**config.mk**
```make
export PLATFORM = sky130hd
export DESIGN_NAME = sargantana_itag_ctrl_flat
export DESIGN_NICKNAME = d
export VERILOG_FILES = /design/src/rtl/sargantana_itag_ctrl_if.sv /design/src/rtl/sargantana_itag_ctrl.sv /design/src/flat_wrapper.sv
export SDC_FILE = /design/constraint.sdc
export NUM_CORES = 1
export LEC_CHECK = 0
export ABC_AREA = 1
export BUFFER_PORTS_ARGS = -buffer_cell sky130_fd_sc_hd__buf_2
export CAP_MARGIN = 20
export CORE_ASPECT_RATIO = 1.5
export CORE_UTILIZATION = 23
export CTS_CLUSTER_DIAMETER = 40
export CTS_CLUSTER_SIZE = 8
export DETAILED_ROUTE_END_ITERATION = 10
export SLEW_MARGIN = 30
export SYNTH_ARGS = -nofsm -noshare
export SYNTH_HDL_FRONTEND = slang
export SYNTH_SLANG_ARGS = --single-unit
```
**constraint.sdc**
```tcl
create_clock -name clk_i -period 2 [get_ports clk_i]
set_clock_uncertainty 0.05 [all_clocks]
set_input_delay 0.2 -clock clk_i [delete_from_list [all_inputs] [get_ports clk_i]]
set_output_delay 0.2 -clock clk_i [all_outputs]
set_load 0.01 [all_outputs]
```
**src/rtl/sargantana_itag_ctrl_if.sv**
```systemverilog
//------------------------------------------------------------------------------
// sargantana_itag_ctrl_if : fetch, refill, flush and tag-array signal bundle
// Revision: 1.0
//------------------------------------------------------------------------------
`default_nettype none

interface sargantana_itag_ctrl_if #(
  parameter int ICACHE_N_WAY   = 4,
  parameter int TAG_WIDHT      = 20,
  parameter int TAG_ADDR_WIDHT = 6
);
  logic                                     lookup_valid_i;
  logic                                     lookup_ready_o;
  logic [TAG_ADDR_WIDHT-1:0]                lookup_idx_i;
  logic [TAG_WIDHT-1:0]                     lookup_tag_i;
  logic                                     res_valid_o;
  logic                                     hit_o;
  logic                                     miss_o;
  logic [ICACHE_N_WAY-1:0]                  hit_way_o;
  logic [ICACHE_N_WAY-1:0]                  victim_way_o;
  logic                                     refill_valid_i;
  logic                                     refill_done_o;
  logic                                     flush_req_i;
  logic                                     flush_done_o;
  logic [ICACHE_N_WAY-1:0]                  tag_req_o;
  logic                                     tag_we_o;
  logic                                     tag_vbit_o;
  logic                                     tag_flush_o;
  logic [TAG_WIDHT-1:0]                     tag_data_o;
  logic [TAG_ADDR_WIDHT-1:0]                tag_addr_o;
  logic [ICACHE_N_WAY-1:0][TAG_WIDHT-1:0]   tag_way_i;
  logic [ICACHE_N_WAY-1:0]                  tag_vbit_i;

  // master is the controller; slave is fetch/refill/array side
  modport master (
    input  lookup_valid_i, lookup_idx_i, lookup_tag_i, refill_valid_i,
           flush_req_i, tag_way_i, tag_vbit_i,
    output lookup_ready_o, res_valid_o, hit_o, miss_o, hit_way_o, victim_way_o,
           refill_done_o, flush_done_o, tag_req_o, tag_we_o, tag_vbit_o,
           tag_flush_o, tag_data_o, tag_addr_o
  );

  modport slave (
    output lookup_valid_i, lookup_idx_i, lookup_tag_i, refill_valid_i,
           flush_req_i, tag_way_i, tag_vbit_i,
    input  lookup_ready_o, res_valid_o, hit_o, miss_o, hit_way_o, victim_way_o,
           refill_done_o, flush_done_o, tag_req_o, tag_we_o, tag_vbit_o,
           tag_flush_o, tag_data_o, tag_addr_o
  );
endinterface

`default_nettype wire

```
**src/rtl/sargantana_itag_ctrl.sv**
```systemverilog
//------------------------------------------------------------------------------
// sargantana_itag_ctrl : I-cache tag-side controller (lookup, victim, refill,
// flush). Define SARGANTANA_ITAG_RANDOM_REPL_EN for LFSR replacement.
// Revision: 1.0
//------------------------------------------------------------------------------
`default_nettype none

module sargantana_itag_ctrl #(
  parameter int ICACHE_N_WAY   = 4,
  parameter int TAG_WIDHT      = 20,
  parameter int TAG_ADDR_WIDHT = 6
) (
  input  wire logic              clk_i,
  input  wire logic              rst_i,
  sargantana_itag_ctrl_if.master bus
);

  localparam int c_PTR_W = $clog2(ICACHE_N_WAY);
  localparam logic [ICACHE_N_WAY-1:0] c_ONE = {{(ICACHE_N_WAY-1){1'b0}}, 1'b1};

  typedef enum logic [1:0] {
    S_IDLE    = 2'd0,
    S_COMPARE = 2'd1,
    S_MISS    = 2'd2,
    S_FLUSH   = 2'd3
  } state_t;

  state_t                    r_state;
  state_t                    w_state_nxt;
  logic [TAG_ADDR_WIDHT-1:0] r_idx;
  logic [TAG_WIDHT-1:0]      r_tag;
  logic [ICACHE_N_WAY-1:0]   r_victim;

  logic [ICACHE_N_WAY-1:0]   w_match;
  logic [ICACHE_N_WAY-1:0]   w_invalid_sel;
  logic [ICACHE_N_WAY-1:0]   w_repl_sel;
  logic [ICACHE_N_WAY-1:0]   w_victim;
  logic                      w_any_invalid;
  logic                      w_hit;
  logic                      w_accept;
  logic                      w_miss_now;

  assign w_accept   = (r_state == S_IDLE) & ~bus.flush_req_i & bus.lookup_valid_i;
  assign w_hit      = |w_match;
  assign w_miss_now = (r_state == S_COMPARE) & ~w_hit;

  always_comb begin
    w_match = '0;
    for (int w = 0; w < ICACHE_N_WAY; w++) begin
      w_match[w] = bus.tag_vbit_i[w] & (bus.tag_way_i[w] == r_tag);
    end
  end

  // Lowest-index invalid way wins over the replacement policy
  always_comb begin
    w_invalid_sel = '0;
    w_any_invalid = 1'b0;
    for (int w = 0; w < ICACHE_N_WAY; w++) begin
      if (!bus.tag_vbit_i[w] && !w_any_invalid) begin
        w_invalid_sel[w] = 1'b1;
        w_any_invalid    = 1'b1;
      end
    end
  end

`ifdef SARGANTANA_ITAG_RANDOM_REPL_EN
  logic [7:0] r_lfsr;

  // x^8+x^6+x^5+x^4+1, free-running
  always_ff @(posedge clk_i or posedge rst_i) begin
    if (rst_i) begin
      r_lfsr <= 8'h01;
    end else begin
      r_lfsr <= {r_lfsr[6:0], r_lfsr[7] ^ r_lfsr[5] ^ r_lfsr[4] ^ r_lfsr[3]};
    end
  end

  assign w_repl_sel = c_ONE << r_lfsr[c_PTR_W-1:0];
`else
  logic [c_PTR_W-1:0] r_rr_ptr;

  always_ff @(posedge clk_i or posedge rst_i) begin
    if (rst_i) begin
      r_rr_ptr <= '0;
    end else if (w_miss_now && !w_any_invalid) begin
      r_rr_ptr <= r_rr_ptr + 1'b1;
    end
  end

  assign w_repl_sel = c_ONE << r_rr_ptr;
`endif

  assign w_victim = w_any_invalid ? w_invalid_sel : w_repl_sel;

  always_ff @(posedge clk_i or posedge rst_i) begin
    if (rst_i) begin
      r_state  <= S_IDLE;
      r_idx    <= '0;
      r_tag    <= '0;
      r_victim <= '0;
    end else begin
      r_state <= w_state_nxt;
      if (w_accept) begin
        r_idx <= bus.lookup_idx_i;
        r_tag <= bus.lookup_tag_i;
      end
      if (w_miss_now) begin
        r_victim <= w_victim;
      end
    end
  end

  always_comb begin
    w_state_nxt        = r_state;
    bus.lookup_ready_o = (r_state == S_IDLE) & ~bus.flush_req_i;
    bus.res_valid_o    = 1'b0;
    bus.hit_o          = 1'b0;
    bus.miss_o         = 1'b0;
    bus.hit_way_o      = '0;
    bus.refill_done_o  = 1'b0;
    bus.flush_done_o   = 1'b0;
    bus.tag_req_o      = '0;
    bus.tag_we_o       = 1'b0;
    bus.tag_vbit_o     = 1'b0;
    bus.tag_flush_o    = 1'b0;
    bus.tag_data_o     = '0;
    bus.tag_addr_o     = '0;
    // The victim is visible in the miss cycle itself, then held from the register
    bus.victim_way_o   = w_miss_now ? w_victim : r_victim;

    case (r_state)
      S_IDLE: begin
        if (bus.flush_req_i) begin
          w_state_nxt = S_FLUSH;
        end else if (bus.lookup_valid_i) begin
          bus.tag_req_o  = '1;
          bus.tag_addr_o = bus.lookup_idx_i;
          w_state_nxt    = S_COMPARE;
        end
      end
      S_COMPARE: begin
        bus.res_valid_o = 1'b1;
        bus.hit_o       = w_hit;
        bus.miss_o      = ~w_hit;
        bus.hit_way_o   = w_match;
        w_state_nxt     = w_hit ? S_IDLE : S_MISS;
      end
      S_MISS: begin
        if (bus.refill_valid_i) begin
          bus.tag_req_o     = r_victim;
          bus.tag_we_o      = 1'b1;
          bus.tag_vbit_o    = 1'b1;
          bus.tag_data_o    = r_tag;
          bus.tag_addr_o    = r_idx;
          bus.refill_done_o = 1'b1;
          w_state_nxt       = S_IDLE;
        end
      end
      S_FLUSH: begin
        bus.tag_flush_o  = 1'b1;
        bus.tag_req_o    = '1;
        bus.flush_done_o = 1'b1;
        w_state_nxt      = S_IDLE;
      end
      default: w_state_nxt = S_IDLE;
    endcase
  end

endmodule

`default_nettype wire
```
**src/flat_wrapper.sv**
```systemverilog
// flat-port wrapper written by rule: the top's interface ports become plain ports
module sargantana_itag_ctrl_flat 
#(
  parameter int ICACHE_N_WAY   = 4,
  parameter int TAG_WIDHT      = 20,
  parameter int TAG_ADDR_WIDHT = 6
)
  (clk_i, rst_i, bus_lookup_valid_i, bus_lookup_idx_i, bus_lookup_tag_i, bus_refill_valid_i, bus_flush_req_i, bus_tag_way_i, bus_tag_vbit_i, bus_lookup_ready_o, bus_res_valid_o, bus_hit_o, bus_miss_o, bus_hit_way_o, bus_victim_way_o, bus_refill_done_o, bus_flush_done_o, bus_tag_req_o, bus_tag_we_o, bus_tag_vbit_o, bus_tag_flush_o, bus_tag_data_o, bus_tag_addr_o);
  sargantana_itag_ctrl_if #(.ICACHE_N_WAY(ICACHE_N_WAY), .TAG_WIDHT(TAG_WIDHT), .TAG_ADDR_WIDHT(TAG_ADDR_WIDHT)) bus_i ();
  input  wire logic clk_i;
  input  wire logic rst_i;
  input wire logic [$bits(bus_i.lookup_valid_i)-1:0] bus_lookup_valid_i;
  input wire logic [$bits(bus_i.lookup_idx_i)-1:0] bus_lookup_idx_i;
  input wire logic [$bits(bus_i.lookup_tag_i)-1:0] bus_lookup_tag_i;
  input wire logic [$bits(bus_i.refill_valid_i)-1:0] bus_refill_valid_i;
  input wire logic [$bits(bus_i.flush_req_i)-1:0] bus_flush_req_i;
  input wire logic [$bits(bus_i.tag_way_i)-1:0] bus_tag_way_i;
  input wire logic [$bits(bus_i.tag_vbit_i)-1:0] bus_tag_vbit_i;
  output wire logic [$bits(bus_i.lookup_ready_o)-1:0] bus_lookup_ready_o;
  output wire logic [$bits(bus_i.res_valid_o)-1:0] bus_res_valid_o;
  output wire logic [$bits(bus_i.hit_o)-1:0] bus_hit_o;
  output wire logic [$bits(bus_i.miss_o)-1:0] bus_miss_o;
  output wire logic [$bits(bus_i.hit_way_o)-1:0] bus_hit_way_o;
  output wire logic [$bits(bus_i.victim_way_o)-1:0] bus_victim_way_o;
  output wire logic [$bits(bus_i.refill_done_o)-1:0] bus_refill_done_o;
  output wire logic [$bits(bus_i.flush_done_o)-1:0] bus_flush_done_o;
  output wire logic [$bits(bus_i.tag_req_o)-1:0] bus_tag_req_o;
  output wire logic [$bits(bus_i.tag_we_o)-1:0] bus_tag_we_o;
  output wire logic [$bits(bus_i.tag_vbit_o)-1:0] bus_tag_vbit_o;
  output wire logic [$bits(bus_i.tag_flush_o)-1:0] bus_tag_flush_o;
  output wire logic [$bits(bus_i.tag_data_o)-1:0] bus_tag_data_o;
  output wire logic [$bits(bus_i.tag_addr_o)-1:0] bus_tag_addr_o;
  assign bus_i.lookup_valid_i = bus_lookup_valid_i;
  assign bus_i.lookup_idx_i = bus_lookup_idx_i;
  assign bus_i.lookup_tag_i = bus_lookup_tag_i;
  assign bus_i.refill_valid_i = bus_refill_valid_i;
  assign bus_i.flush_req_i = bus_flush_req_i;
  assign bus_i.tag_way_i = bus_tag_way_i;
  assign bus_i.tag_vbit_i = bus_tag_vbit_i;
  assign bus_lookup_ready_o = bus_i.lookup_ready_o;
  assign bus_res_valid_o = bus_i.res_valid_o;
  assign bus_hit_o = bus_i.hit_o;
  assign bus_miss_o = bus_i.miss_o;
  assign bus_hit_way_o = bus_i.hit_way_o;
  assign bus_victim_way_o = bus_i.victim_way_o;
  assign bus_refill_done_o = bus_i.refill_done_o;
  assign bus_flush_done_o = bus_i.flush_done_o;
  assign bus_tag_req_o = bus_i.tag_req_o;
  assign bus_tag_we_o = bus_i.tag_we_o;
  assign bus_tag_vbit_o = bus_i.tag_vbit_o;
  assign bus_tag_flush_o = bus_i.tag_flush_o;
  assign bus_tag_data_o = bus_i.tag_data_o;
  assign bus_tag_addr_o = bus_i.tag_addr_o;
  sargantana_itag_ctrl #(.ICACHE_N_WAY(ICACHE_N_WAY), .TAG_WIDHT(TAG_WIDHT), .TAG_ADDR_WIDHT(TAG_ADDR_WIDHT)) u_core (.clk_i(clk_i), .rst_i(rst_i), .bus(bus_i));
endmodule
```
==> impl_results.html, run 1 <==
<table>
<tr><th>Metric</th><th>Value</th></tr>
<tr><th colspan="2">Synthesis</th></tr>
<tr><td>Post-synth top cells</td><td>nand2_1, inv_1, nor2_1, o21ai_0, dfrtp_1</td></tr>
<tr><td>Sequential area share after synthesis</td><td>about 28%</td></tr>
<tr><td>Cells taking the most area after synthesis</td><td>nand2_1, dfrtp_1, inv_1</td></tr>
<tr><td>Top-count cell post-synth</td><td>nand2_1</td></tr>
<tr><td>Combined area of all synthesized cells</td><td>just over 0.003 mm²</td></tr>
<tr><td>Post-Syn Instances</td><td>about 550</td></tr>
<tr><td>Number of synthesized register bits</td><td>34</td></tr>
<tr><td>Post-synth top area cell</td><td>nand2_1</td></tr>
<tr><td>Yosys warnings</td><td>0</td></tr>
<tr><td>Most used flip-flop cell after synthesis</td><td>dfrtp_1</td></tr>
<tr><td>Distinct cells, synth</td><td>29</td></tr>
<tr><td>Fraction of synthesis flops using an asynchronous set or reset pin</td><td>100%</td></tr>
<tr><td>Net count after synthesis</td><td>664</td></tr>
<tr><td>Avg Cell Area, Syn</td><td>5.64 µm²</td></tr>
<tr><td>Share of the synthesized area in the top cell type</td><td>28.0%</td></tr>
<tr><td>Number of enable flip-flop cells after synthesis</td><td>0</td></tr>
<tr><th colspan="2">Layout</th></tr>
<tr><td>Relative area change from synthesis to final layout</td><td>55.1%</td></tr>
<tr><td>Final core utilization</td><td>a little over a third</td></tr>
<tr><td>Layout cell share with drive strength beyond 1</td><td>39.7%</td></tr>
<tr><td>Nets</td><td>864</td></tr>
<tr><td>Filler cell count</td><td>about 1,500</td></tr>
<tr><td>Footprint of the multi-input gates</td><td>0.00198 mm²</td></tr>
<tr><td>FF/Latch Area</td><td>between 800 and 900 µm²</td></tr>
<tr><th colspan="2">Run</th></tr>
<tr><td>Number of maximum-capacitance constraint violations</td><td>0</td></tr>
<tr><th colspan="2">Worst setup path</th></tr>
<tr><td>Cell count along the critical path</td><td>14</td></tr>
<tr><td>Path depth of the worst reg2reg path</td><td>14</td></tr>
<tr><td>Category of the worst setup path launch point</td><td>register</td></tr>
<tr><td>CP Cell Sequence</td><td>buf_6 -&gt; nand2_1 -&gt; nand2_1 -&gt; nor2_1 -&gt; nand2_1 -&gt; nor2_2 -&gt; nand3_2 -&gt; nand2_4 -&gt; nor2_8 -&gt; nand2_8 -&gt; nand2_2 -&gt; nand2_1 -&gt; inv_1 -&gt; buf_2</td></tr>
<tr><td>Minimum setup slack among reg-to-reg paths</td><td>around 0.21 ns</td></tr>
<tr><td>CP max-delay cell</td><td>dfrtp_2</td></tr>
<tr><td>Signal arrival time at the worst endpoint</td><td>slightly below 2 ns</td></tr>
<tr><td>Category of cells accounting for the largest share of critical-path delay</td><td>simple AND/OR/NAND/NOR gates</td></tr>
<tr><td>Count of buffer and inverter cells on the critical path</td><td>3</td></tr>
<tr><td>Critical R2R Capture</td><td>u_core.r_victim[0]$_DFF_PP0_</td></tr>
<tr><td>Slowest stage delay, CP</td><td>0.45 ns</td></tr>
<tr><td>WP data required</td><td>between 1.5 and 2 ns</td></tr>
<tr><td>Worst setup EP type</td><td>output pin</td></tr>
<tr><td>Reg2Reg Launch Point</td><td>u_core.r_tag[11]$_DFFE_PP0P_</td></tr>
<tr><td>Largest fanout on the critical path</td><td>8</td></tr>
<tr><td>Critical path type</td><td>reg2out</td></tr>
<tr><td>Critical path endpoint</td><td>bus_victim_way_o[1]</td></tr>
<tr><td>Most common cell type on the critical path</td><td>nand2_1</td></tr>
<tr><td>Launching element of the worst setup path</td><td>u_core.r_tag[11]$_DFFE_PP0P_</td></tr>
<tr><th colspan="2">Clock tree</th></tr>
<tr><td>Clock slew at the register clock pins of the worst setup and hold paths</td><td>roughly 0.070 ns</td></tr>
<tr><td>Number of clock sinks</td><td>34</td></tr>
<tr><td>Clock tree from TritonCTS</td><td>built</td></tr>
<tr><td>Master cell of the clock root buffer</td><td>clkbuf_16</td></tr>
<tr><td>Maximum clock path buffer count</td><td>2</td></tr>
<tr><td>Later-pin clock latency in the skew report</td><td>0.29 ns</td></tr>
<tr><td>TritonCTS buffer count</td><td>5</td></tr>
<tr><td>CTS HTree Levels</td><td>2</td></tr>
<tr><th colspan="2">Global routing</th></tr>
<tr><td>Initial antenna violation count</td><td>2</td></tr>
<tr><td>First-pass GRT wire length</td><td>18,700 µm</td></tr>
<tr><td>Congestion Overflow GR</td><td>0</td></tr>
<tr><td>Via count of the first global-routing pass</td><td>about 3,700</td></tr>
<tr><td>Maximum number of pins on one net before global-route repair</td><td>35</td></tr>
<tr><td>Gr usage total</td><td>between 10% and 20%</td></tr>
<tr><th colspan="2">Timing</th></tr>
<tr><td>Number of hold-slack violations in the final timing report</td><td>0</td></tr>
<tr><td>Transition time at the pin with the least slew margin</td><td>about 0.5 ns</td></tr>
<tr><td>Minimum hold slack</td><td>0.0670 ns</td></tr>
<tr><td>Count of final max-slew check failures</td><td>0</td></tr>
<tr><td>Setup WS post-layout</td><td>-0.194 ns</td></tr>
<tr><td>Time the final worst path needs with I/O delays and setup</td><td>roughly 2.2 ns</td></tr>
<tr><td>Share of the clock period used by the worst path after layout</td><td>110%</td></tr>
<tr><td>Peak Freq</td><td>456 MHz</td></tr>
<tr><td>RSZ-0062 raised after global routing</td><td>yes</td></tr>
<tr><td>Worst rel slew slack</td><td>around 67%</td></tr>
<tr><td>Number of setup violations in the final report</td><td>9</td></tr>
<tr><th colspan="2">Floorplanning</th></tr>
<tr><td>Die Footprint</td><td>between 0.01 and 0.015 mm²</td></tr>
<tr><td>Cell Rows</td><td>around 50</td></tr>
<tr><td>Height of the die</td><td>roughly 140 µm</td></tr>
<tr><td>Die W</td><td>96.4 µm</td></tr>
<tr><td>Core region area</td><td>0.0130 mm²</td></tr>
<tr><td>Number of top-level design ports</td><td>around 160</td></tr>
<tr><td>Initial core utilization</td><td>about a quarter</td></tr>
<tr><th colspan="2">Routing</th></tr>
<tr><td>Wire per inst</td><td>14.2 µm</td></tr>
<tr><td>Count of nets left with antenna violations after detail routing</td><td>0</td></tr>
<tr><td>Total number of vias</td><td>3,892</td></tr>
<tr><td>Count of unresolved DRC violations after routing</td><td>0</td></tr>
<tr><td>Detailed-route wire length</td><td>12,900 µm</td></tr>
<tr><td>Via density</td><td>about 4.3</td></tr>
<tr><td>1st-iter DRT viols</td><td>about 110</td></tr>
<tr><td>Router iterations before antenna repair</td><td>4</td></tr>
<tr><th colspan="2">Place</th></tr>
<tr><td>Final Wtd Congestion</td><td>around 0.83</td></tr>
<tr><td>Buffers added on ports</td><td>between 150 and 200</td></tr>
<tr><td>Post-Place Worst Slack</td><td>-0.0196 ns</td></tr>
<tr><td>Detail Placement HPWL</td><td>10,200 µm</td></tr>
<tr><th colspan="2">Run status</th></tr>
<tr><td>Violations in the final reports</td><td>negative setup slack</td></tr>
<tr><td>Outcome</td><td>finished with violations</td></tr>
<tr><th colspan="2">Pwr</th></tr>
<tr><td>Static power due to leakage</td><td>approximately 2.8 nW</td></tr>
<tr><td>Ratio of total power to cell area</td><td>1170 mW/mm²</td></tr>
<tr><td>Max IR drop VDD</td><td>around 0.66 mV</td></tr>
<tr><th colspan="2">Worst hold path</th></tr>
<tr><td>Min-delay worst type</td><td>in2reg</td></tr>
</table>
[flip-flops by register name, summed over array words and instances, names as in the netlist]
register / cells
u_core.r_victim: 4
u_core.r_state: 2
u_core.r_rr_ptr: 2
u_core.r_tag: 20
u_core.r_idx: 6
[routing by layer]
metal	track usage (%)	share of wire, %	vias up
met2	35.1	52	115
met1	20.1	40	1728
met4	6.35	2.0	0
met5	0	0	-
met3	3.17	5.9	14
li1	-	-	2035
[worst reg2reg max path, stage by stage (launching register included)]
cell     delay [ns]
dfrtp_2        0.45
buf_6          0.14
nand2_1        0.08
nand2_1        0.05
nor2_1         0.10
nand2_1        0.07
nor2_2         0.10
nand3_2        0.13
nand2_4        0.11
nor2_8         0.05
nand2_8        0.10
nand2_4        0.05
nand2_2        0.05
inv_2          0.04
buf_4          0.12
[report_power, final]
group | total, W | internal [W] | switching, W
sequential | 0.00139 | 0.00103 | 0.000359
clock | 0.000925 | 0.000588 | 0.000337
combinational | 0.00327 | 0.00134 | 0.00193
[layout make-up]
class                           instances  share of cell area (%)
Multi-Input combinational cell        404                    41.5
Timing Repair Buffer                  203                    24.8
Antenna cell                            2                   0.105
Clock buffer                            5                    2.62
Sequential cell                        34                    18.0
Tap cell                              159                    4.17
Clock inverter                          3                   0.945
Inverter                               97                    7.90
[cell usage in the layout (no fill, tap or decap), drive strengths merged, types with 4 or more instances in the layout]
master  count
dfrtp      34
nor2       78
ha          4
inv        97
clkbuf      5
buf       202
nand2     234
xnor2       7
o211ai      4
nand3      13
o21ai      55
[metrics by stage]
step                      area, µm²  power [W]  std cells  setup TNS (ns)
after detailed placement       4090    0.00409        864         -0.0400
after floorplan                3070    0.00308        545               0
after CTS                      4450    0.00522        886           -1.01
after global placement         4090    0.00408        864         -0.0691
after global routing           4770    0.00607        907           -2.23
final                          4770    0.00559        907           -1.38
[worst min path at each step]
stage | startpoint | endpoint | slack, ns | depth (start not counted)
floorplan | bus_lookup_tag_i[0] | u_core.r_tag[0]$_DFFE_PP0P_ | 0.27 | 2
global placement | rst_i | u_core.r_idx[3]$_DFFE_PP0P_ | 0.30 | 3
detailed placement | rst_i | u_core.r_idx[3]$_DFFE_PP0P_ | 0.30 | 3
CTS | bus_lookup_tag_i[11] | u_core.r_tag[11]$_DFFE_PP0P_ | 0.06 | 3
global route | bus_lookup_tag_i[3] | u_core.r_tag[3]$_DFFE_PP0P_ | 0.08 | 3
finish | bus_lookup_tag_i[11] | u_core.r_tag[11]$_DFFE_PP0P_ | 0.07 | 3
[cell families (layout without fill, tap and decap cells)]
family	after synthesis	in the layout	share of synthesized area (%)
AND/OR/NAND/NOR	330	330	43.6
AO/OA/AOI/OAI	63	63	11.4
other	0	2	0
XOR/XNOR	7	7	1.99
buffers and inverters	107	308	13.6
adder cells (fa/ha/maj)	4	4	1.63
flip-flops	34	34	27.7
[timing repair]
action                                 in CTS  in global routing
setup endpoints to repair                  18                 19
pin swaps                                  13                 28
resized for setup                          28                 49
hold buffers                                1                  0
buffers inserted                           13                 19
endpoints found under the hold margin      12                  0
(Power assumes the default switching activity.)
==> run 2: changes to the inputs <==
- HOLD_SLACK_MARGIN: default -> 0.08
==> impl_results.html, run 2 (synthesis results as in run 1) <==
<table>
<tr><th>Metric</th><th>Value</th></tr>
<tr><th colspan="2">Timing</th></tr>
<tr><td>Time the final worst path needs with I/O delays and setup</td><td>2.19 ns (about the same)</td></tr>
<tr><td>Transition time at the pin with the least slew margin</td><td>0.506 ns (was 0.498 ns)</td></tr>
<tr><td>Peak Freq</td><td>456 MHz (about the same)</td></tr>
<tr><td>Number of setup violations in the final report</td><td>9 (unchanged)</td></tr>
<tr><td>Worst rel slew slack</td><td>66.3% (was 66.8%)</td></tr>
<tr><td>Number of hold-slack violations in the final timing report</td><td>0 (unchanged)</td></tr>
<tr><td>Count of final max-slew check failures</td><td>0 (unchanged)</td></tr>
<tr><td>Setup WS post-layout</td><td>-0.193 ns (was -0.194 ns)</td></tr>
<tr><td>Minimum hold slack</td><td>0.0813 ns (was 0.0670 ns)</td></tr>
<tr><td>Share of the clock period used by the worst path after layout</td><td>110% (about the same)</td></tr>
<tr><td>RSZ-0062 raised after global routing</td><td>yes (unchanged)</td></tr>
<tr><th colspan="2">Layout</th></tr>
<tr><td>Relative area change from synthesis to final layout</td><td>59.0% (was 55.1%)</td></tr>
<tr><td>Most frequent cells in the layout</td><td>nand2_1, buf_2, inv_1 (unchanged)</td></tr>
<tr><td>Final core utilization</td><td>37.6% (was 36.6%)</td></tr>
<tr><td>Biggest registers after layout</td><td>u_core.r_tag x20, u_core.r_idx x6, u_core.r_victim x4 (unchanged)</td></tr>
<tr><td>Commonest non-fill, non-tap cell in the layout</td><td>nand2_1 (unchanged)</td></tr>
<tr><td>Filler cell count</td><td>1,481 (was 1,490)</td></tr>
<tr><td>Layout cell share with drive strength beyond 1</td><td>39.1% (was 39.7%)</td></tr>
<tr><td>Register bank with the most flops</td><td>u_core.r_tag (unchanged)</td></tr>
<tr><td>Number of flip-flops in the largest register</td><td>20 (unchanged)</td></tr>
<tr><td>Nets</td><td>876 (was 864)</td></tr>
<tr><td>Cell Count, Final, Fillers Out</td><td>919 (was 907)</td></tr>
<tr><th colspan="2">Routing</th></tr>
<tr><td>Total number of vias</td><td>3,925 (was 3,892)</td></tr>
<tr><td>Count of nets left with antenna violations after detail routing</td><td>0 (unchanged)</td></tr>
<tr><td>Detailed-route wire length</td><td>12,900 µm (about the same)</td></tr>
<tr><td>Wire per inst</td><td>14.1 µm (was 14.2 µm)</td></tr>
<tr><td>Count of unresolved DRC violations after routing</td><td>0 (unchanged)</td></tr>
<tr><td>Via density</td><td>4.27 (was 4.29)</td></tr>
<tr><td>1st-iter DRT viols</td><td>122 (was 114)</td></tr>
<tr><td>Router iterations before antenna repair</td><td>6 (was 4)</td></tr>
<tr><th colspan="2">Place</th></tr>
<tr><td>Buffers added on ports</td><td>161 (unchanged)</td></tr>
<tr><td>Detail Placement HPWL</td><td>10,200 µm (unchanged)</td></tr>
<tr><td>Final Wtd Congestion</td><td>0.827 (unchanged)</td></tr>
<tr><td>Placed Cells incl. Taps</td><td>864 (unchanged)</td></tr>
<tr><th colspan="2">Clock tree</th></tr>
<tr><td>TritonCTS buffer count</td><td>5 (unchanged)</td></tr>
<tr><td>CTS HTree Levels</td><td>2 (unchanged)</td></tr>
<tr><td>Later-pin clock latency in the skew report</td><td>0.29 ns (about the same)</td></tr>
<tr><td>Clock slew at the register clock pins of the worst setup and hold paths</td><td>0.07 ns (about the same)</td></tr>
<tr><td>Master cell of the clock root buffer</td><td>clkbuf_16 (unchanged)</td></tr>
<tr><td>Clock tree from TritonCTS</td><td>built (unchanged)</td></tr>
<tr><td>Number of clock sinks</td><td>34 (unchanged)</td></tr>
<tr><td>Maximum clock path buffer count</td><td>2 (unchanged)</td></tr>
<tr><th colspan="2">Floorplanning</th></tr>
<tr><td>Initial core utilization</td><td>23.6% (unchanged)</td></tr>
<tr><td>Height of the die</td><td>144 µm (unchanged)</td></tr>
<tr><td>Die Footprint</td><td>0.0138 mm² (unchanged)</td></tr>
<tr><td>Number of top-level design ports</td><td>162 (unchanged)</td></tr>
<tr><td>Core region area</td><td>0.0130 mm² (unchanged)</td></tr>
<tr><td>Cell Rows</td><td>51 (unchanged)</td></tr>
<tr><td>Die W</td><td>96.4 µm (unchanged)</td></tr>
<tr><th colspan="2">Global routing</th></tr>
<tr><td>Gr usage total</td><td>18.7% (was 18.5%)</td></tr>
<tr><td>Via count of the first global-routing pass</td><td>3,779 (was 3,731)</td></tr>
<tr><td>First-pass GRT wire length</td><td>18,900 µm (was 18,700 µm)</td></tr>
<tr><td>Maximum number of pins on one net before global-route repair</td><td>35 (unchanged)</td></tr>
<tr><td>Initial antenna violation count</td><td>2 (unchanged)</td></tr>
<tr><td>Congestion Overflow GR</td><td>0 (unchanged)</td></tr>
<tr><th colspan="2">Worst setup path</th></tr>
<tr><td>Launching element of the worst setup path</td><td>u_core.r_tag[11]$_DFFE_PP0P_ (unchanged)</td></tr>
<tr><td>Category of the worst setup path launch point</td><td>register (unchanged)</td></tr>
<tr><td>Reg2Reg Launch Point</td><td>u_core.r_tag[11]$_DFFE_PP0P_ (unchanged)</td></tr>
<tr><td>Largest fanout on the critical path</td><td>8 (unchanged)</td></tr>
<tr><td>Signal arrival time at the worst endpoint</td><td>1.94 ns (about the same)</td></tr>
<tr><td>Worst setup EP type</td><td>output pin (unchanged)</td></tr>
<tr><td>WP data required</td><td>1.75 ns (about the same)</td></tr>
<tr><td>Critical path type</td><td>reg2out (unchanged)</td></tr>
<tr><th colspan="2">Run</th></tr>
<tr><td>Number of maximum-capacitance constraint violations</td><td>0 (unchanged)</td></tr>
<tr><th colspan="2">Pwr</th></tr>
<tr><td>Static power due to leakage</td><td>2.84 nW (was 2.79 nW)</td></tr>
<tr><td>Ratio of total power to cell area</td><td>1140 mW/mm² (was 1170 mW/mm²)</td></tr>
<tr><td>Max IR drop VDD</td><td>0.658 mV (was 0.659 mV)</td></tr>
<tr><th colspan="2">Worst hold path</th></tr>
<tr><td>Worst hold start</td><td>bus_lookup_tag_i[10] (was bus_lookup_tag_i[11])</td></tr>
<tr><td>Min-delay worst type</td><td>in2reg (unchanged)</td></tr>
<tr><th colspan="2">Run status</th></tr>
<tr><td>Outcome</td><td>finished with violations (unchanged)</td></tr>
<tr><td>Violations in the final reports</td><td>negative setup slack (unchanged)</td></tr>
</table>
-- run 2: critical path: stages, from the launching register on --
cell and delay [ns]:
dfrtp_2 0.45, buf_6 0.14, nand2_1 0.08, nand2_1 0.05, nor2_1 0.10, nand2_1 0.07
nor2_2 0.10, nand3_2 0.13, nand2_4 0.11, nor2_8 0.05, nand2_8 0.09, nand2_2 0.05
nand2_1 0.05, inv_1 0.04, buf_2 0.13
-- run 2: per-stage QoR --
step / power (W) / setup TNS (ns) / setup slack (ns) / instance area [µm²]
finish: 0.00560 / -1.38 / -0.193 / 4890
global route: 0.00608 / -2.23 / -0.278 / 4890
CTS: 0.00524 / -1.01 / -0.190 / 4570
detailed placement: 0.00409 / -0.0400 / -0.0196 / 4090
global placement: 0.00408 / -0.0691 / -0.0205 / 4090
floorplan: 0.00308 / 0 / 0.328 / 3070
-- run 2: final timing paths --
| path | endpoint | slack (ns) | cells past startpoint |
|---|---|---|---|
| worst max-delay path | bus_victim_way_o[1] | -0.19 | 14 |
| max in group asynchronous | u_core.r_tag[5]$_DFFE_PP0P_ | 0.99 | 4 |
| min in group asynchronous | u_core.r_idx[3]$_DFFE_PP0P_ | 0.52 | 4 |
| worst min-delay path | u_core.r_tag[10]$_DFFE_PP0P_ | 0.08 | 3 |
| worst max register to register | u_core.r_victim[0]$_DFF_PP0_ | 0.21 | 14 |
| worst min register to register | u_core.r_victim[3]$_DFF_PP0_ | 0.46 | 2 |
-- run 2: repair_timing --
item                                    in CTS  in global routing
setup buffers                               13                 19
pin swaps                                   13                 28
endpoints found under the hold margin       46                  0
hold buffers                                13                  0
endpoints found under the setup margin      18                 19
gates resized for setup                     28                 49
-- run 2: final cells by class --
cell class	count	area, µm²	area share, %
clock buffer	5	125	2.56
antenna	2	5.00	0.102
tap	159	199	4.07
multi-input combinational	404	1980	40.4
sequential	34	860	17.6
timing repair buffer	215	1300	26.6
inverter	97	377	7.70
clock inverter	3	45.0	0.921
-- run 2: layer usage --
| layer | GRT usage (%) | wire length (µm) | part of all wire (%) | up-vias |
|---|---|---|---|---|
| li1 | - | - | - | 2059 |
| met1 | 20.4 | 5200 | 40 | 1747 |
| met2 | 36.0 | 6860 | 53 | 109 |
| met3 | 3.02 | 695 | 5.4 | 10 |
| met4 | 5.26 | 174 | 1.3 | 0 |
| met5 | 0 | 0 | 0 | - |
-- run 2: power breakdown --
group,switching (W),internal [W]
Clock,0.000340,0.000588
Combinational,0.00193,0.00135
Sequential,0.000354,0.00103
==> run 3: changes to the inputs <==
- BUFFER_PORTS_ARGS: -buffer_cell sky130_fd_sc_hd__buf_2 -> default
- DONT_BUFFER_PORTS: default -> 1
==> impl_results.html, run 3 (synthesis results as in run 1) <==
<table>
<tr><th>Metric</th><th>Value</th></tr>
<tr><th colspan="2">Worst setup path</th></tr>
<tr><td>WP data required</td><td>1.75 ns (about the same)</td></tr>
<tr><td>Worst setup EP type</td><td>output pin (unchanged)</td></tr>
<tr><td>Largest fanout on the critical path</td><td>8 (unchanged)</td></tr>
<tr><td>Signal arrival time at the worst endpoint</td><td>1.86 ns (was 1.94 ns)</td></tr>
<tr><td>Most common cell type on the critical path</td><td>nand2_4 (was nand2_1)</td></tr>
<tr><td>CP max-delay cell</td><td>dfrtp_1 (was dfrtp_2)</td></tr>
<tr><td>Category of the worst setup path launch point</td><td>register (unchanged)</td></tr>
<tr><td>Critical path type</td><td>reg2out (unchanged)</td></tr>
<tr><td>Slowest stage delay, CP</td><td>0.42 ns (was 0.45 ns)</td></tr>
<tr><td>CP Cell Sequence</td><td>buf_4 -&gt; xnor2_1 -&gt; nand3_1 -&gt; nor2_1 -&gt; nand3_2 -&gt; nand2_4 -&gt; nor2_8 -&gt; nand2_8 -&gt; nand2_4 -&gt; nand2_2 -&gt; inv_2 (was buf_6 -&gt; nand2_1 -&gt; nand2_1 -&gt; nor2_1 -&gt; nand2_1 -&gt; nor2_2 -&gt; nand3_2 -&gt; nand2_4 -&gt; nor2_8 -&gt; nand2_8 -&gt; nand2_2 -&gt; nand2_1 -&gt; inv_1 -&gt; buf_2)</td></tr>
<tr><td>Critical R2R Capture</td><td>u_core.r_rr_ptr[1]$_DFFE_PP0P_ (was u_core.r_victim[0]$_DFF_PP0_)</td></tr>
<tr><td>Path depth of the worst reg2reg path</td><td>12 (was 14)</td></tr>
<tr><td>Reg2Reg Launch Point</td><td>u_core.r_tag[18]$_DFFE_PP0P_ (was u_core.r_tag[11]$_DFFE_PP0P_)</td></tr>
<tr><td>Minimum setup slack among reg-to-reg paths</td><td>0.16 ns (was 0.21 ns)</td></tr>
<tr><th colspan="2">Global routing</th></tr>
<tr><td>Most Used Layer, Global Route</td><td>met2 (unchanged)</td></tr>
<tr><td>Gr usage total</td><td>19.3% (was 18.7%)</td></tr>
<tr><td>First-pass GRT wire length</td><td>19,200 µm (was 18,900 µm)</td></tr>
<tr><td>Congestion Overflow GR</td><td>0 (unchanged)</td></tr>
<tr><td>Met1 capacity usage during global routing</td><td>19.9% (was 20.4%)</td></tr>
<tr><td>Grt met3 use</td><td>5.50% (was 3.02%)</td></tr>
<tr><td>Global Route met2 Usage</td><td>35.8% (was 36.0%)</td></tr>
<tr><td>Maximum number of pins on one net before global-route repair</td><td>35 (unchanged)</td></tr>
<tr><td>Via count of the first global-routing pass</td><td>3,578 (was 3,779)</td></tr>
<tr><td>Initial antenna violation count</td><td>0 (was 2)</td></tr>
<tr><th colspan="2">Floorplanning</th></tr>
<tr><td>Die W</td><td>96.4 µm (unchanged)</td></tr>
<tr><td>Die Footprint</td><td>0.0138 mm² (unchanged)</td></tr>
<tr><td>Initial core utilization</td><td>23.6% (unchanged)</td></tr>
<tr><td>Core region area</td><td>0.0130 mm² (unchanged)</td></tr>
<tr><td>Number of top-level design ports</td><td>162 (unchanged)</td></tr>
<tr><td>Height of the die</td><td>144 µm (unchanged)</td></tr>
<tr><td>Cell Rows</td><td>51 (unchanged)</td></tr>
<tr><th colspan="2">Timing</th></tr>
<tr><td>Transition time at the pin with the least slew margin</td><td>0.621 ns (was 0.506 ns)</td></tr>
<tr><td>Minimum hold slack</td><td>0.0681 ns (was 0.0813 ns)</td></tr>
<tr><td>Number of hold-slack violations in the final timing report</td><td>0 (unchanged)</td></tr>
<tr><td>RSZ-0062 raised after global routing</td><td>yes (unchanged)</td></tr>
<tr><td>Count of final max-slew check failures</td><td>0 (unchanged)</td></tr>
<tr><td>Number of setup violations in the final report</td><td>8 (was 9)</td></tr>
<tr><td>Peak Freq</td><td>473 MHz (was 456 MHz)</td></tr>
<tr><td>Setup WS post-layout</td><td>-0.114 ns (was -0.193 ns)</td></tr>
<tr><td>Worst rel slew slack</td><td>58.2% (was 66.3%)</td></tr>
<tr><td>Time the final worst path needs with I/O delays and setup</td><td>2.11 ns (was 2.19 ns)</td></tr>
<tr><td>Share of the clock period used by the worst path after layout</td><td>106% (was 110%)</td></tr>
<tr><th colspan="2">Clock tree</th></tr>
<tr><td>Clock tree from TritonCTS</td><td>built (unchanged)</td></tr>
<tr><td>Number of clock sinks</td><td>34 (unchanged)</td></tr>
<tr><td>Later-pin clock latency in the skew report</td><td>0.29 ns (about the same)</td></tr>
<tr><td>Maximum clock path buffer count</td><td>2 (unchanged)</td></tr>
<tr><td>TritonCTS buffer count</td><td>5 (unchanged)</td></tr>
<tr><td>Clock slew at the register clock pins of the worst setup and hold paths</td><td>0.06 ns (was 0.07 ns)</td></tr>
<tr><td>Master cell of the clock root buffer</td><td>clkbuf_16 (unchanged)</td></tr>
<tr><td>CTS HTree Levels</td><td>2 (unchanged)</td></tr>
<tr><th colspan="2">Layout</th></tr>
<tr><td>Nets</td><td>751 (was 876)</td></tr>
<tr><td>Final core utilization</td><td>34.3% (was 37.6%)</td></tr>
<tr><td>Biggest registers after layout</td><td>u_core.r_tag x20, u_core.r_idx x6, u_core.r_victim x4 (unchanged)</td></tr>
<tr><td>Commonest non-fill, non-tap cell in the layout</td><td>nand2_1 (unchanged)</td></tr>
<tr><td>Register bank with the most flops</td><td>u_core.r_tag (unchanged)</td></tr>
<tr><td>Layout cell share with drive strength beyond 1</td><td>27.0% (was 39.1%)</td></tr>
<tr><td>Most frequent cells in the layout</td><td>nand2_1, inv_1, buf_4 (was nand2_1, buf_2, inv_1)</td></tr>
<tr><td>FF/Latch Area</td><td>862 µm² (was 860 µm²)</td></tr>
<tr><td>Number of diodes added for antenna fixing</td><td>0 (was 2)</td></tr>
<tr><td>Filler cell count</td><td>1,456 (was 1,481)</td></tr>
<tr><td>Number of flip-flops in the largest register</td><td>20 (unchanged)</td></tr>
<tr><td>Footprint of the multi-input gates</td><td>0.00202 mm² (was 0.00198 mm²)</td></tr>
<tr><td>Relative area change from synthesis to final layout</td><td>45.3% (was 59.0%)</td></tr>
<tr><th colspan="2">Routing</th></tr>
<tr><td>Via density</td><td>4.49 (was 4.27)</td></tr>
<tr><td>Count of unresolved DRC violations after routing</td><td>0 (unchanged)</td></tr>
<tr><td>Router iterations before antenna repair</td><td>4 (was 6)</td></tr>
<tr><td>Detailed-route wire length</td><td>13,200 µm (was 12,900 µm)</td></tr>
<tr><td>1st-iter DRT viols</td><td>158 (was 122)</td></tr>
<tr><td>Count of nets left with antenna violations after detail routing</td><td>0 (unchanged)</td></tr>
<tr><td>Total number of vias</td><td>3,555 (was 3,925)</td></tr>
<tr><td>Wire per inst</td><td>16.7 µm (was 14.1 µm)</td></tr>
<tr><th colspan="2">Place</th></tr>
<tr><td>Buffers added on ports</td><td>0 (was 161)</td></tr>
<tr><td>Final Wtd Congestion</td><td>0.850 (was 0.827)</td></tr>
<tr><td>Detail Placement HPWL</td><td>9990 µm (was 10,200 µm)</td></tr>
<tr><th colspan="2">Pwr</th></tr>
<tr><td>Ratio of total power to cell area</td><td>1280 mW/mm² (was 1140 mW/mm²)</td></tr>
<tr><td>Static power due to leakage</td><td>2.34 nW (was 2.84 nW)</td></tr>
<tr><td>Max IR drop VDD</td><td>0.730 mV (was 0.658 mV)</td></tr>
<tr><th colspan="2">Run</th></tr>
<tr><td>Number of maximum-capacitance constraint violations</td><td>0 (unchanged)</td></tr>
<tr><th colspan="2">Worst hold path</th></tr>
<tr><td>Worst hold start</td><td>bus_lookup_valid_i (was bus_lookup_tag_i[10])</td></tr>
<tr><td>Min-delay worst type</td><td>in2reg (unchanged)</td></tr>
<tr><td>Hold Crit Depth</td><td>2 (was 3)</td></tr>
<tr><td>Capture endpoint of the worst hold path</td><td>u_core.r_idx[5]$_DFFE_PP0P_ (was u_core.r_tag[10]$_DFFE_PP0P_)</td></tr>
<tr><th colspan="2">Run status</th></tr>
<tr><td>Outcome</td><td>finished with violations (unchanged)</td></tr>
<tr><td>Violations in the final reports</td><td>negative setup slack (unchanged)</td></tr>
</table>
-- run 3: changes by cell type in the layout (fill, tap and decap cells not counted), moves of 5 or more --
cell,change
o21ai_0,-11
buf_4,+21
dlygate4sd3_1,+17
nor2_2,+9
o21ai_1,+5
buf_2,-156
buf_6,-10
nor2_1,-9
-- run 3: stage by stage --
stage / area, µm² / TNS [ns] / instances / setup WS [ns] / total power (W)
after global routing: 4470 / -1.48 / 792 / -0.191 / 0.00623
final: 4470 / -0.635 / 792 / -0.114 / 0.00573
after CTS: 4180 / -0.274 / 777 / -0.0766 / 0.00533
after floorplan: 3070 / 0 / 545 / 0.328 / 0.00308
after global placement: 3450 / 0 / 722 / 0.152 / 0.00388
after detailed placement: 3450 / 0 / 722 / 0.139 / 0.00389
-- run 3: worst max-delay path by stage --
stage	startpoint	end	slack [ns]	cells after the start
3_5_place_dp	u_core.r_tag[11]$_DFFE_PP0P_	bus_victim_way_o[0]	0.14	13
3_3_place_gp	u_core.r_tag[1]$_DFFE_PP0P_	bus_victim_way_o[0]	0.15	13
4_1_cts	u_core.r_tag[1]$_DFFE_PP0P_	bus_victim_way_o[0]	-0.08	13
5_1_grt	u_core.r_tag[18]$_DFFE_PP0P_	bus_victim_way_o[1]	-0.19	11
2_1_floorplan	u_core.r_state[1]$_DFFE_PP0P_	bus_tag_addr_o[0]	0.33	8
6_report	u_core.r_tag[18]$_DFFE_PP0P_	bus_victim_way_o[1]	-0.11	11
-- run 3: cell type report --
cell class,count,share of cell area (%)
multi-input cells,404,45.2
flip-flops and latches,34,19.3
repair buffers,90,18.1
inverters,97,8.66
well taps,159,4.45
clock buffers,5,2.80
clock inverters,3,1.54
-- run 3: metal layers --
metal	share of wire [%]	vias up
met5	0	-
met4	3.4	0
met3	8.6	24
met2	53	146
met1	35	1576
li1	-	1809
-- run 3: worst max-delay path, delay by kind of cell, from the launching register on --
kind                   cells  cell delay (ns)
XOR/XNOR                   1             0.15
buffers and inverters      2             0.20
flip-flops                 1             0.42
AND/OR/NAND/NOR            8             0.80
-- run 3: timing repair --
| item | CTS | global route |
|---|---|---|
| endpoints found under the setup margin | 12 | 21 |
| hold endpoints to repair | 62 | 0 |
| hold buffers | 30 | 0 |
| pin swaps | 11 | 23 |
| resized for setup | 34 | 66 |
| cloned | 1 | 0 |
| buffers inserted | 16 | 15 |
-- run 3: report_power, final --
part | leakage [nW] | total, W | internal (W) | switching, W
clock network | 0.0940 | 0.00106 | 0.000717 | 0.000345
registers | 0.409 | 0.00142 | 0.00104 | 0.000381
logic | 1.84 | 0.00325 | 0.00129 | 0.00195
